<file path="src/rtl/mem_port_arbiter_pkg.sv">
// Shared processor constants and enums, plus the memory-port arbiter state type.
package mem_port_arbiter_pkg;

    localparam int WORD_SIZE = 16;

    typedef enum logic [2:0] {
        STAGE_IF,
        STAGE_ID,
        STAGE_EX,
        STAGE_MEM,
        STAGE_WB
    } stages_t;

    typedef enum logic [3:0] {
        INSTR_ADD,
        INSTR_SUB,
        INSTR_AND,
        INSTR_OR,
        INSTR_LD,
        INSTR_ST,
        INSTR_BEQ,
        INSTR_JMP,
        INSTR_NOP
    } instr_t;

    typedef enum logic [1:0] {
        IDLE,
        GNT_INSTR,
        GNT_DATA
    } arb_state_t;

    function automatic logic is_data_req(input logic rd, input logic wr);
        return rd | wr;
    endfunction

endpackage

</file>
<file path="src/rtl/mem_port_arbiter_starve_counter.sv">
// Saturating count of data grants completed while a fetch was left waiting.
module arb_starve_counter #(
    parameter int LIMIT    = 4,
    parameter int CNT_BITS = $clog2(LIMIT + 1)
) (
    input  logic                Clock,
    input  logic                Resetn,
    input  logic                clr,
    input  logic                inc,
    output logic [CNT_BITS-1:0] count
);

    always_ff @(posedge Clock or negedge Resetn) begin
        if (!Resetn) begin
            count <= '0;
        end else if (clr) begin
            count <= '0;
        end else if (inc && (count < CNT_BITS'(LIMIT))) begin
            count <= count + 1'b1;
        end
    end

endmodule

</file>
<file path="src/rtl/mem_port_arbiter.sv">
// Shares one waitrequest-style memory between the fetch port and the load/store port.
// Data has priority; a saturating counter forces a fetch after STARVE_LIMIT data grants.
//
// state     | meaning
// IDLE      | arbitration cycle, no memory strobes
// GNT_INSTR | fetch owns the memory until MemWaitreq drops or InstrRead is withdrawn
// GNT_DATA  | load/store owns the memory until MemWaitreq drops or the request is withdrawn
module mem_port_arbiter
    import mem_port_arbiter_pkg::*;
#(
    parameter int STARVE_LIMIT = 4,
    parameter int CNT_BITS     = $clog2(STARVE_LIMIT + 1)
) (
    input  logic                 Clock,
    input  logic                 Resetn,
    input  logic [WORD_SIZE-1:0] InstrAddr,
    input  logic                 InstrRead,
    output logic [WORD_SIZE-1:0] InstrIn,
    output logic                 InstrWaitreq,
    input  logic [WORD_SIZE-1:0] DataAddr,
    input  logic [WORD_SIZE-1:0] DataOut,
    input  logic                 ReadData,
    input  logic                 WriteData,
    output logic [WORD_SIZE-1:0] DataIn,
    output logic                 DataWaitreq,
    output logic [WORD_SIZE-1:0] MemAddr,
    output logic                 MemRead,
    output logic                 MemWrite,
    output logic [WORD_SIZE-1:0] MemWdata,
    input  logic [WORD_SIZE-1:0] MemRdata,
    input  logic                 MemWaitreq,
    output logic                 ErrConflict
);

    arb_state_t          state;
    arb_state_t          state_nxt;
    logic [CNT_BITS-1:0] starve_cnt;
    logic                cnt_clr;
    logic                cnt_inc;
    logic                data_req;
    logic                starve_ok;
    logic                err_conflict;

    assign data_req    = is_data_req(ReadData, WriteData);
    assign starve_ok   = (starve_cnt < CNT_BITS'(STARVE_LIMIT));
    assign ErrConflict = err_conflict;

    arb_starve_counter #(
        .LIMIT    (STARVE_LIMIT),
        .CNT_BITS (CNT_BITS)
    ) u_starve_counter (
        .Clock  (Clock),
        .Resetn (Resetn),
        .clr    (cnt_clr),
        .inc    (cnt_inc),
        .count  (starve_cnt)
    );

    // Async reset of the state register is what drops the strobes immediately.
    always_ff @(posedge Clock or negedge Resetn) begin
        if (!Resetn) begin
            state <= IDLE;
        end else begin
            state <= state_nxt;
        end
    end

    always_ff @(posedge Clock or negedge Resetn) begin
        if (!Resetn) begin
            err_conflict <= 1'b0;
        end else if (ReadData && WriteData) begin
            err_conflict <= 1'b1;
        end
    end

    always_comb begin
        state_nxt = state;
        case (state)
            IDLE: begin
                if (data_req && starve_ok) begin
                    state_nxt = GNT_DATA;
                end else if (InstrRead) begin
                    state_nxt = GNT_INSTR;
                end else if (data_req) begin
                    state_nxt = GNT_DATA;
                end
            end
            GNT_INSTR: begin
                if (!InstrRead || !MemWaitreq) begin
                    state_nxt = IDLE;
                end
            end
            GNT_DATA: begin
                if (!data_req || !MemWaitreq) begin
                    state_nxt = IDLE;
                end
            end
            default: state_nxt = IDLE;
        endcase
    end

    // Strobes follow the live request inputs; a withdrawn request gives no completion.
    always_comb begin
        MemAddr      = '0;
        MemRead      = 1'b0;
        MemWrite     = 1'b0;
        MemWdata     = '0;
        InstrIn      = '0;
        DataIn       = '0;
        InstrWaitreq = 1'b1;
        DataWaitreq  = 1'b1;
        cnt_clr      = 1'b0;
        cnt_inc      = 1'b0;
        case (state)
            GNT_INSTR: begin
                if (InstrRead) begin
                    MemAddr = InstrAddr;
                    MemRead = 1'b1;
                    if (!MemWaitreq) begin
                        InstrWaitreq = 1'b0;
                        InstrIn      = MemRdata;
                        cnt_clr      = 1'b1;
                    end
                end
            end
            GNT_DATA: begin
                if (data_req) begin
                    MemAddr = DataAddr;
                    if (WriteData) begin
                        MemWrite = 1'b1;
                        MemWdata = DataOut;
                    end else begin
                        MemRead = 1'b1;
                    end
                    if (!MemWaitreq) begin
                        DataWaitreq = 1'b0;
                        cnt_inc     = InstrRead;
                        if (!WriteData) begin
                            DataIn = MemRdata;
                        end
                    end
                end
            end
            default: ;
        endcase
    end

endmodule

</file>
<file path="config.mk">
export PLATFORM = sky130hd
export DESIGN_NAME = mem_port_arbiter
export DESIGN_NICKNAME = d
export VERILOG_FILES = /design/src/rtl/mem_port_arbiter_pkg.sv /design/src/rtl/mem_port_arbiter_starve_counter.sv /design/src/rtl/mem_port_arbiter.sv
export SDC_FILE = /design/constraint.sdc
export NUM_CORES = 1
export LEC_CHECK = 0
export ABC_CLOCK_PERIOD_IN_PS = 4200
export CORE_ASPECT_RATIO = 1.25
export CORE_MARGIN = 3
export CORE_UTILIZATION = 27
export DETAILED_ROUTE_END_ITERATION = 8
export GPL_ROUTABILITY_DRIVEN = 1
export PLACE_DENSITY = 0.94
export SLEW_MARGIN = 10
export SYNTH_ARGS = -nofsm -noshare
export SYNTH_HDL_FRONTEND = slang
export SYNTH_HIERARCHICAL = 1
export SYNTH_SLANG_ARGS = --single-unit
</file>
<file path="constraint.sdc">
create_clock -name Clock -period 4.2 [get_ports Clock]
set_input_delay 0.84 -clock Clock [delete_from_list [all_inputs] [get_ports Clock]]
set_output_delay 0.84 -clock Clock [all_outputs]
set_load 0.02 [all_outputs]
</file>
* Yosys cells after proc, flatten, opt, wreduce, memory -nomap -nowiden *
Index checks and enable logic that the tools add are counted.
W data, S select, Z words.

cells by class
  magnitude comparators = 1
  reductions and logical operators = 11
  equal/unequal tests = 5
  mux-type cells = 39
  bitwise gates (word level) = 1
  add/sub/neg operators = 1

operator list
  cell                   count
  $mux W16               12
  $pmux W16 S2           1
  $mux W1                17
  $mux W2                5
  $mux W3                2
  $pmux W2 S3            1
  $ne A2 B2 Y1 const B   2
  $ne A4 B4 Y1 const B   1
  $add A3 B1 Y3 const B  1
  $logic_and A1 B1 Y1    3
  $logic_not A1 Y1       3
  $lt A3 B3 Y1 const B   1
  $reduce_and A3 Y1      1
  $eq A2 B1 Y1 const B   1
  $eq A2 B2 Y1 const B   1
  $logic_not A2 Y1       1
  $logic_or A1 B1 Y1     2
  $pmux W1 S2            1
  $reduce_bool A2 Y1     1
  $or A1 B1 Y1           1

word-level totals
  bits in registers = 6
  output and inout port bits = 69
  word-level logic and storage cells = 61

* Depth between registers and ports, before layout *
Gate-level depths: netlist of the first run.

  depth in word-level cells = 6
  depth in mapped cells = 10

* By module *
Netlist of the first run, hierarchy kept.

modules (own cells, without submodules)
  module              cells each  area each (µm²)  instances
  mem_port_arbiter    121         855.8            1
  arb_starve_counter  13          157.7            1

* Worst setup path after synthesis of the first run *
Ideal clock, no wire load.

  kind = input -> output
  start = input port InstrRead
  end = output port InstrIn[10]
  data arrival time = 1.699 ns
  path buffers = 2
  cell stages on the path = 5
  data required time = 3.360 ns
  path slack = 1.661 ns
  path through = and2_1 > buf_2 > and2b_1 > buf_2 > and2_1

between the ends
  word-level cells in the longest chain between the ends = 2

ends and longest elaborated chain
  what         line                     source
  from (decl)  mem_port_arbiter.sv:17   input logic InstrRead,
  $mux W16     mem_port_arbiter.sv:116  if (InstrRead) begin
  $mux W16     mem_port_arbiter.sv:114  case (state)
  to (decl)    mem_port_arbiter.sv:18   output logic [WORD_SIZE-1:0] InstrIn,

No other way between the ends.

* Worst setup path after layout of the first run *
  start = input port ReadData
  end = output port MemAddr[5]

between the ends
  word-level cells in the longest chain between the ends = 3

ends and longest elaborated chain
  what          line                        source
  from (decl)   mem_port_arbiter.sv:22      input logic ReadData,
  $or A1 B1 Y1  mem_port_arbiter_pkg.sv:33  return rd | wr;
  $mux W16      mem_port_arbiter.sv:127     if (data_req) begin
  $pmux W16 S2  mem_port_arbiter.sv:114
  to (decl)     mem_port_arbiter.sv:26      output logic [WORD_SIZE-1:0] MemAddr,

No other way between the ends.

==> results.json, run 1 <==
{
  "cts_setup_buffers": 0,
  "fmax_ghz": 0.2636,
  "dp_hpwl_um": 3801,
  "vias": 1445,
  "grt_use_met2_pct": 34.36,
  "gp_congestion": 0.8011,
  "mostFrequentLayoutCells": "clkdlybuf4s50_1 (138), and2_1 (34), nor2b_1 (17), and3_1 (17), a22oi_1 (15)",
  "crit_chain": "clkdlybuf4s50_1, o21a_1, a22oi_1, nor2b_1, clkdlybuf4s50_1",
  "port_buffers": 138,
  "hold_violations": 0,
  "synth.largest_area_cell": "and2_1",
  "drive_gt1_share_pct": 4.461,
  "synth-edff-count": 0,
  "slew_headroom_pct": 58.40,
  "path_delay_family": "buffers and inverters",
  "cts_buffer_depth": 2,
  "path_buf_inv": 2,
  "cp_data_required_time_ps": 3360,
  "peakVddDrop_uv": 311.8,
  "path_clk_slew_ps": 30,
  "io_pins": 139,
  "setup_viol": 0,
  "ys_seq_area_share_pct": 14.81,
  "grt_pass1_wl_um": 6492,
  "hp-class": "flop to flop",
  "numCtsBuffers": 3,
  "grtUsageTotal_pct": 18.68,
  "ys_warn_count": 6,
  "ys_ff_latch": 6,
  "dieWidth_um": 60.80,
  "p_leak_nw": 0.9964,
  "first_iter_violations": 47,
  "ant_nets": 0,
  "syn_inst": 134,
  "die_y_um": 74.50,
  "fin_crit_sh_pct": 90.33,
  "gr-max-usage-layer": "met2",
  "cpMaxStageDelayCell": "clkdlybuf4s50_1",
  "syn_avg_cell_area_um2": 7.563,
  "dr.pass1.iters": 4,
  "cts_hold_buf": 0,
  "cts_resized": 0,
  "routed_via_density": 4.692,
  "cts_root_buffer": "clkbuf_8",
  "fin_crit_ps": 3794,
  "use_met1_pct": 22.00,
  "dp_cells": 305,
  "tns_ps": 0,
  "fin_skew_ps": 4.713,
  "final_common_cell": "clkdlybuf4s50_1",
  "wl_um": 4597,
  "drc_errors": 0,
  "antenna_found_initial": 0,
  "crit_path_start_kind": "input port",
  "arrival_ps": 2950,
  "clkSinkCount": 6,
  "cap_viol_max_count": 0,
  "ys.flop_type": "dfrtp_1",
  "fin_cells": 308,
  "rows": 24,
  "worst_pin_slew_ps": 624.0,
  "grt_pass1_vias": 1318,
  "critPathCaptureType": "output pin",
  "coreArea_um2": 3543,
  "yosysTopAreaCellShare_pct": 20.99,
  "die_area_um2": 4530,
  "netlist_area_um2": 1013,
  "path_class": "input port to output pin",
  "syn_nets": 209,
  "diodes": 0,
  "post_drt_wl_per_cell_um": 14.93,
  "powerDensity_nw_per_um2": 348.8,
  "cts_tree": "built",
  "cp_common_cell": "clkdlybuf4s50_1",
  "max_stage_delay_ps": 620,
  "grt-ovfl-total": 0,
  "synth_cell_types": 30,
  "async_flop_share_pct": 100.0,
  "maxSlewViolCount": 0,
  "crit_fanout": 17,
  "grtUsageMet3_pct": 3.299,
  "status": "finished, final reports clean",
  "synth.area.top_cells": "and2_1 (21%), dfrtp_1 (15%), a22oi_1 (11%)",
  "grt_max_degree": 22,
  "rsz0062_at_grt": "false",
  "initial_utilization_pct": 28.60,
  "syn_to_final_growth_pct": 143.5,
  "fin_nets": 346,
  "clock_latency_ps": 230,
  "htreeDepth": 1
}
==> worst paths after layout <==
| check | cells past startpoint | slack, ps | start | to |
|---|---|---|---|---|
| max in group asynchronous | 1 | 3140 | Resetn | state[1] |
| min | 1 | 460 | ErrConflict | ErrConflict |
| max reg2reg | 8 | 1810 | state[0] | u_starve_counter/count[0] |
| min reg2reg | 1 | 460 | ErrConflict | ErrConflict |
| max | 5 | 410 | ReadData | MemAddr[5] |
| min in group asynchronous | 1 | 850 | Resetn | state[0] |
==> metrics by stage <==
| step | hold slack (ps) | area, µm² | util (%) | worst slack [ps] | total power [mW] |
|---|---|---|---|---|---|
| finish | 456.2 | 2467 | 69.63 | 406.2 | 0.8606 |
| global route | 497.3 | 2467 | 69.63 | 242.4 | 0.9152 |
| CTS | 463.3 | 2467 | 69.63 | 402.6 | 0.8654 |
| detailed placement | 447.5 | 2426 | 68.47 | 408.7 | 0.7743 |
| global placement | 439.7 | 2426 | 68.47 | 443.8 | 0.7578 |
| floorplan | 508.2 | 1013 | - | 1661 | 0.4847 |
==> worst register-to-register path: stages, from the launching register on <==
cell      delay [ps]
dfrtp_1          390
inv_1            110
ha_1             190
o21a_1           540
buf_4            230
nand2b_1          80
nor2_1           220
nor2b_4          210
mux2_4           300
==> sequential cells by signal, summed over array words and instances, names as in the netlist <==
signal,count
state,2
ErrConflict,1
u_starve_counter/count,3
==> Yosys cell counts (all sizes together), types with 2 or more instances <==
library cell / number
a22oi: 15
and3: 17
ha: 5
mux2: 2
dfrtp: 6
buf: 6
and2: 34
nand2b: 2
a21boi: 2
clkbuf: 5
nor2: 4
inv: 3
nor2b: 18
==> report_power, final <==
group	total [mW]	switching (mW)	internal (mW)
sequential	0.0991	0.0190	0.0801
clock	0.0878	0.0261	0.0617
combinational	0.674	0.319	0.355
total	0.861	0.364	0.497
==> routing by layer <==
layer,wire (µm),vias to the layer above
met5,0,-
met4,34,0
met3,349,5
met2,2482,62
met1,1730,647
li1,-,731
==> area by class of cell <==
class                      instances  area [µm²]
sequential                         6       150.1
multi-input combinational        114       797.0
timing repair buffer             143        1419
inverter                           3       11.26
fill                             281        1076
tap                               39       48.80
clock buffer                       3       41.29
==> kinds of logic (layout without fill, tap and decap cells) <==
kind of cell	count (synthesis)	in the layout	share of synthesized area [%]
AO/OA/AOI/OAI	24	24	17.53
adder cells (fa/ha/maj)	5	5	6.173
buffers and inverters	14	149	6.543
flip-flops	6	6	14.81
multiplexers	3	3	3.951
AND/OR/NAND/NOR	82	82	50.99
Power figures use the tool's default switching activity.
==> run 2: changes to the inputs <==
--- a/config.mk
+++ b/config.mk
@@ -11,6 +11,7 @@
 export CORE_UTILIZATION = 27
 export DETAILED_ROUTE_END_ITERATION = 8
 export GPL_ROUTABILITY_DRIVEN = 1
+export GPL_TIMING_DRIVEN = 0
 export PLACE_DENSITY = 0.94
 export SLEW_MARGIN = 10
 export SYNTH_ARGS = -nofsm -noshare
==> run 2 against run 1 <==
Net effect:
- critical path depth grew 2
- cell count grew 1.9%
- hold slack gained 1.9 ps
- clock skew shrank 4.5 ps
- largest power group unchanged
==> results.json, run 2 (synthesis results as in run 1) <==
{
  "cts_tree": "built",
  "arrival_ps": 3120,
  "rsz0062_at_grt": "false",
  "die_y_um": 74.50,
  "cts_hold_buf": 0,
  "p_int_mw": 0.5023,
  "maxSlewViolCount": 0,
  "drc_errors": 0,
  "dieWidth_um": 60.80,
  "io_pins": 139,
  "critPathCaptureType": "output pin",
  "clock_latency_ps": 220,
  "fin_skew_ps": 0.1822,
  "powerDensity_nw_per_um2": 349.9,
  "design_area_um2": 2485,
  "p_seq_share_pct": 11.7,
  "rows": 24,
  "fin_nets": 352,
  "cts_setup_buffers": 0,
  "numCtsBuffers": 3,
  "final_common_cell": "clkdlybuf4s50_1",
  "syn_to_final_growth_pct": 145.2,
  "first_iter_violations": 56,
  "diodes": 0,
  "switching_power_mw": 0.3672,
  "pwr-share-clk_pct": 9.9,
  "post_dp_cell_area_um2": 2444,
  "grt_pass1_wl_um": 6755,
  "coreArea_um2": 3543,
  "ant_nets": 0,
  "largest_reg_flops": 3,
  "hold_violations": 0,
  "peakVddDrop_uv": 268.5,
  "path_class": "input port to output pin",
  "wl_um": 4658,
  "tns_ps": 0,
  "grtUsageTotal_pct": 19.52,
  "pwr-share-comb_pct": 78.4,
  "clkSinkCount": 6,
  "fin_crit_ps": 3955,
  "grt_pass1_vias": 1366,
  "gp_congestion": 0.7763,
  "utilization_pct": 70.13,
  "nFillCells": 291,
  "fin_crit_sh_pct": 94.17,
  "multi_input_area_um2": 797.0,
  "path_clk_slew_ps": 40,
  "die_area_um2": 4530,
  "top_register": "u_starve_counter/count",
  "mostFrequentLayoutCells": "clkdlybuf4s50_1 (138), and2_1 (34), nor2b_1 (17), and3_1 (17), a22oi_1 (15)",
  "cts_root_buffer": "clkbuf_8",
  "vias": 1478,
  "hp-class": "flop to flop",
  "antenna_found_initial": 0,
  "cap_viol_max_count": 0,
  "cts_resized": 0,
  "routed_via_density": 4.707,
  "grt_max_degree": 15,
  "cts_buffer_depth": 2,
  "grt-ovfl-total": 0,
  "post_drt_wl_per_cell_um": 14.83,
  "initial_utilization_pct": 28.60,
  "worst_pin_slew_ps": 467.5,
  "swShare_pct": 42.23,
  "fmax_ghz": 0.2528,
  "htreeDepth": 1,
  "status": "finished, final reports clean",
  "setup_viol": 0,
  "dr.pass1.iters": 4,
  "cp_data_required_time_ps": 3360,
  "p_leak_nw": 1.008,
  "port_buffers": 138,
  "crit_path_start_kind": "input port",
  "reg2reg_slack_ps": 1930,
  "slew_headroom_pct": 68.72,
  "drive_gt1_share_pct": 4.727,
  "regArea_um2": 150.1,
  "crit_fanout": 14,
  "dp_hpwl_um": 3958
}
==> run 2: changes by cell type in the layout (fill, tap and decap cells not counted), sizes merged <==
cell    delta
clkbuf     +5
buf        +1
==> run 2: layout make-up <==
cell class	instances	share of cell area, %
Tap cell	39	1.964
Multi-Input combinational cell	114	32.07
Clock buffer	3	1.662
Buffer	11	2.216
Sequential cell	6	6.042
Timing Repair Buffer	138	55.59
Inverter	3	0.4532
==> run 2: power groups by stage <==
stage | registers, mW | clock network, mW | logic, mW
after floorplan | 0.0948 | 0 | 0.390
after global placement | 0.0978 | 0 | 0.669
after detailed placement | 0.101 | 0 | 0.680
after CTS | 0.101 | 0.0876 | 0.685
after global routing | 0.104 | 0.0916 | 0.733
final | 0.102 | 0.0857 | 0.682
==> run 2: final timing paths <==
path / start / end / cells past startpoint
worst min register to register: ErrConflict / ErrConflict / 1
min in group asynchronous: Resetn / ErrConflict / 1
worst max register to register: state[0] / u_starve_counter/count[0] / 10
worst max-delay path: InstrRead / InstrIn[8] / 7
max in group asynchronous: Resetn / state[0] / 1
worst min-delay path: ErrConflict / ErrConflict / 1
==> run 2: per-stage QoR <==
step / hold slack, ps / cells / setup slack, ps / power [mW]
after floorplan: 508.2 / 134 / 1661 / 0.4847
after global placement: 442.4 / 311 / 225.1 / 0.7668
after detailed placement: 446.4 / 311 / 211.5 / 0.7808
after CTS: 461.8 / 314 / 197.3 / 0.8733
after global routing: 494.9 / 314 / 73.27 / 0.9292
final: 458.1 / 314 / 244.8 / 0.8695
==> run 2: layer usage <==
layer | up-vias | wire length (µm) | share of wire (%) | track usage [%]
met5 | - | 0 | 0 | 0
met4 | 0 | 29 | 0.62 | 3.614
met3 | 4 | 358 | 7.7 | 2.257
met2 | 63 | 2490 | 53 | 36.74
met1 | 664 | 1780 | 38 | 23.38
li1 | 747 | - | - | -
==> run 2: worst max-delay path, stage by stage <==
cell,delay [ps]
clkdlybuf4s50_1,610
and2_1,160
buf_2,160
and2b_1,270
buf_2,280
and2_1,170
clkdlybuf4s50_1,620
==> run 3: changes to the inputs <==
--- a/config.mk
+++ b/config.mk
@@ -13,6 +13,7 @@
 export GPL_ROUTABILITY_DRIVEN = 1
 export GPL_TIMING_DRIVEN = 0
 export PLACE_DENSITY = 0.94
+export RECOVER_POWER = 25
 export SLEW_MARGIN = 10
 export SYNTH_ARGS = -nofsm -noshare
 export SYNTH_HDL_FRONTEND = slang
==> run 3 against run 2 <==
Net effect:
- maximum frequency down 0.64%
- critical path depth down 1
- sequential cell count unchanged
- worst setup slack worse by 25 ps
- largest power group unchanged
==> results.json, run 3 (synthesis results as in run 1) <==
{
  "nFillCells": 297,
  "cts_root_buffer": "clkbuf_8",
  "dr.pass1.iters": 4,
  "powerDensity_nw_per_um2": 344.3,
  "post_drt_wl_per_cell_um": 14.86,
  "rows": 24,
  "gp_congestion": 0.7763,
  "dr_wl_met3_um": 355,
  "dp_cells": 311,
  "cts_resized": 0,
  "cts_tree": "built",
  "peakVddDrop_uv": 267.6,
  "critPathCaptureType": "output pin",
  "mostFrequentLayoutCells": "clkdlybuf4s50_1 (128), and2_1 (34), nor2b_1 (18)",
  "final_common_cell": "clkdlybuf4s50_1",
  "regArea_um2": 150.1,
  "status": "finished, final reports clean",
  "max_stage_delay_ps": 600,
  "dp_hpwl_um": 3958,
  "diodes": 0,
  "crit_fanout": 10,
  "highest_layer": "met4",
  "path_buf_inv": 3,
  "coreArea_um2": 3543,
  "crit_path_start_kind": "input port",
  "dieWidth_um": 60.80,
  "multi_input_area_um2": 785.8,
  "ant_nets": 0,
  "grt-ovfl-total": 0,
  "cts_hold_buf": 0,
  "path_delay_family": "buffers and inverters",
  "fin_nets": 352,
  "fin_skew_ps": 0.5182,
  "crit_chain": "dlygate4sd3_1, nand3b_1, nor2_1, clkbuf_1, and2_1, clkdlybuf4s50_1",
  "largest_reg_flops": 3,
  "top_register": "u_starve_counter/count",
  "grt_pass1_vias": 1366,
  "cts_buffer_depth": 2,
  "rsz0062_at_grt": "false",
  "syn_to_final_growth_pct": 143.3,
  "cts_setup_buffers": 0,
  "cp_data_required_time_ps": 3360,
  "maxSlewViolCount": 0,
  "hold_violations": 0,
  "utilization_pct": 69.60,
  "antenna_found_initial": 0,
  "slew_headroom_pct": 68.75,
  "p_leak_nw": 1.016,
  "fin_crit_sh_pct": 94.77,
  "grt_max_degree": 15,
  "clkSinkCount": 6,
  "wl_met1_um": 1781,
  "grtUsageTotal_pct": 19.52,
  "path_clk_slew_ps": 40,
  "vias": 1487,
  "io_pins": 139,
  "hp-class": "flop to flop",
  "port_buffers": 138,
  "cap_viol_max_count": 0,
  "setup_viol": 0,
  "fin_crit_ps": 3981,
  "cpMaxStageDelayCell": "clkdlybuf4s50_1",
  "drc_errors": 0,
  "htreeDepth": 1,
  "clock_latency_ps": 220,
  "routed_via_density": 4.736,
  "first_iter_violations": 56,
  "tns_ps": 0,
  "path_class": "input port to output pin",
  "initial_utilization_pct": 28.60,
  "met2_length_um": 2498,
  "die_y_um": 74.50,
  "worst_pin_slew_ps": 467.0,
  "grt_pass1_wl_um": 6755,
  "fin_total_pwr_mw": 0.8492,
  "numCtsBuffers": 3,
  "wl_um": 4666,
  "fin_cells": 314,
  "fmax_ghz": 0.2512,
  "arrival_ps": 3140,
  "die_area_um2": 4530,
  "drive_gt1_share_pct": 3.636
}
==> run 3: worst paths after layout <==
check	from	endpoint	slack, ps	cells past startpoint
worst max-delay path	WriteData	DataIn[10]	220	6
worst min-delay path	ErrConflict	ErrConflict	450	1
worst max register to register	state[0]	u_starve_counter/count[0]	1610	10
worst min register to register	ErrConflict	ErrConflict	450	1
max in group asynchronous	Resetn	state[0]	3050	1
min in group asynchronous	Resetn	ErrConflict	930	1
==> run 3: where the power goes <==
group / total [mW] / leakage [nW] / switching (mW) / internal (mW)
logic: 0.663 / 0.922 / 0.319 / 0.344
clock network: 0.0860 / 0.0216 / 0.0244 / 0.0615
registers: 0.100 / 0.0720 / 0.0199 / 0.0801
==> run 3: routing by layer <==
layer / vias up / track usage, %
met5: - / 0
met2: 63 / 36.74
met4: 0 / 3.614
met3: 4 / 2.257
met1: 673 / 23.38
li1: 747 / -
==> run 3: worst register-to-register path, delay by kind of cell (launching register included) <==
family          cells  cell delay, ps
buf+inv             4             900
simple gates        3             520
flops               1             390
mux                 1             360
fa+ha+maj           1             140
compound gates      1             140
==> run 3: layout make-up <==
| type | count | share of cell area [%] |
|---|---|---|
| buffer | 11 | 1.928 |
| tap | 39 | 1.979 |
| inverter | 3 | 0.4566 |
| sequential | 6 | 6.088 |
| multi-input combinational | 114 | 31.86 |
| timing repair buffer | 138 | 56.01 |
| clock buffer | 3 | 1.674 |
==> run 3: stage by stage <==
stage	hold WS [ps]	worst slack (ps)	area (µm²)
2_1_floorplan	508.2	1661	1013
3_3_place_gp	442.4	225.1	2444
3_5_place_dp	446.4	211.5	2444
4_1_cts	461.8	197.3	2485
5_1_grt	490.0	53.48	2466
6_report	452.7	219.5	2466
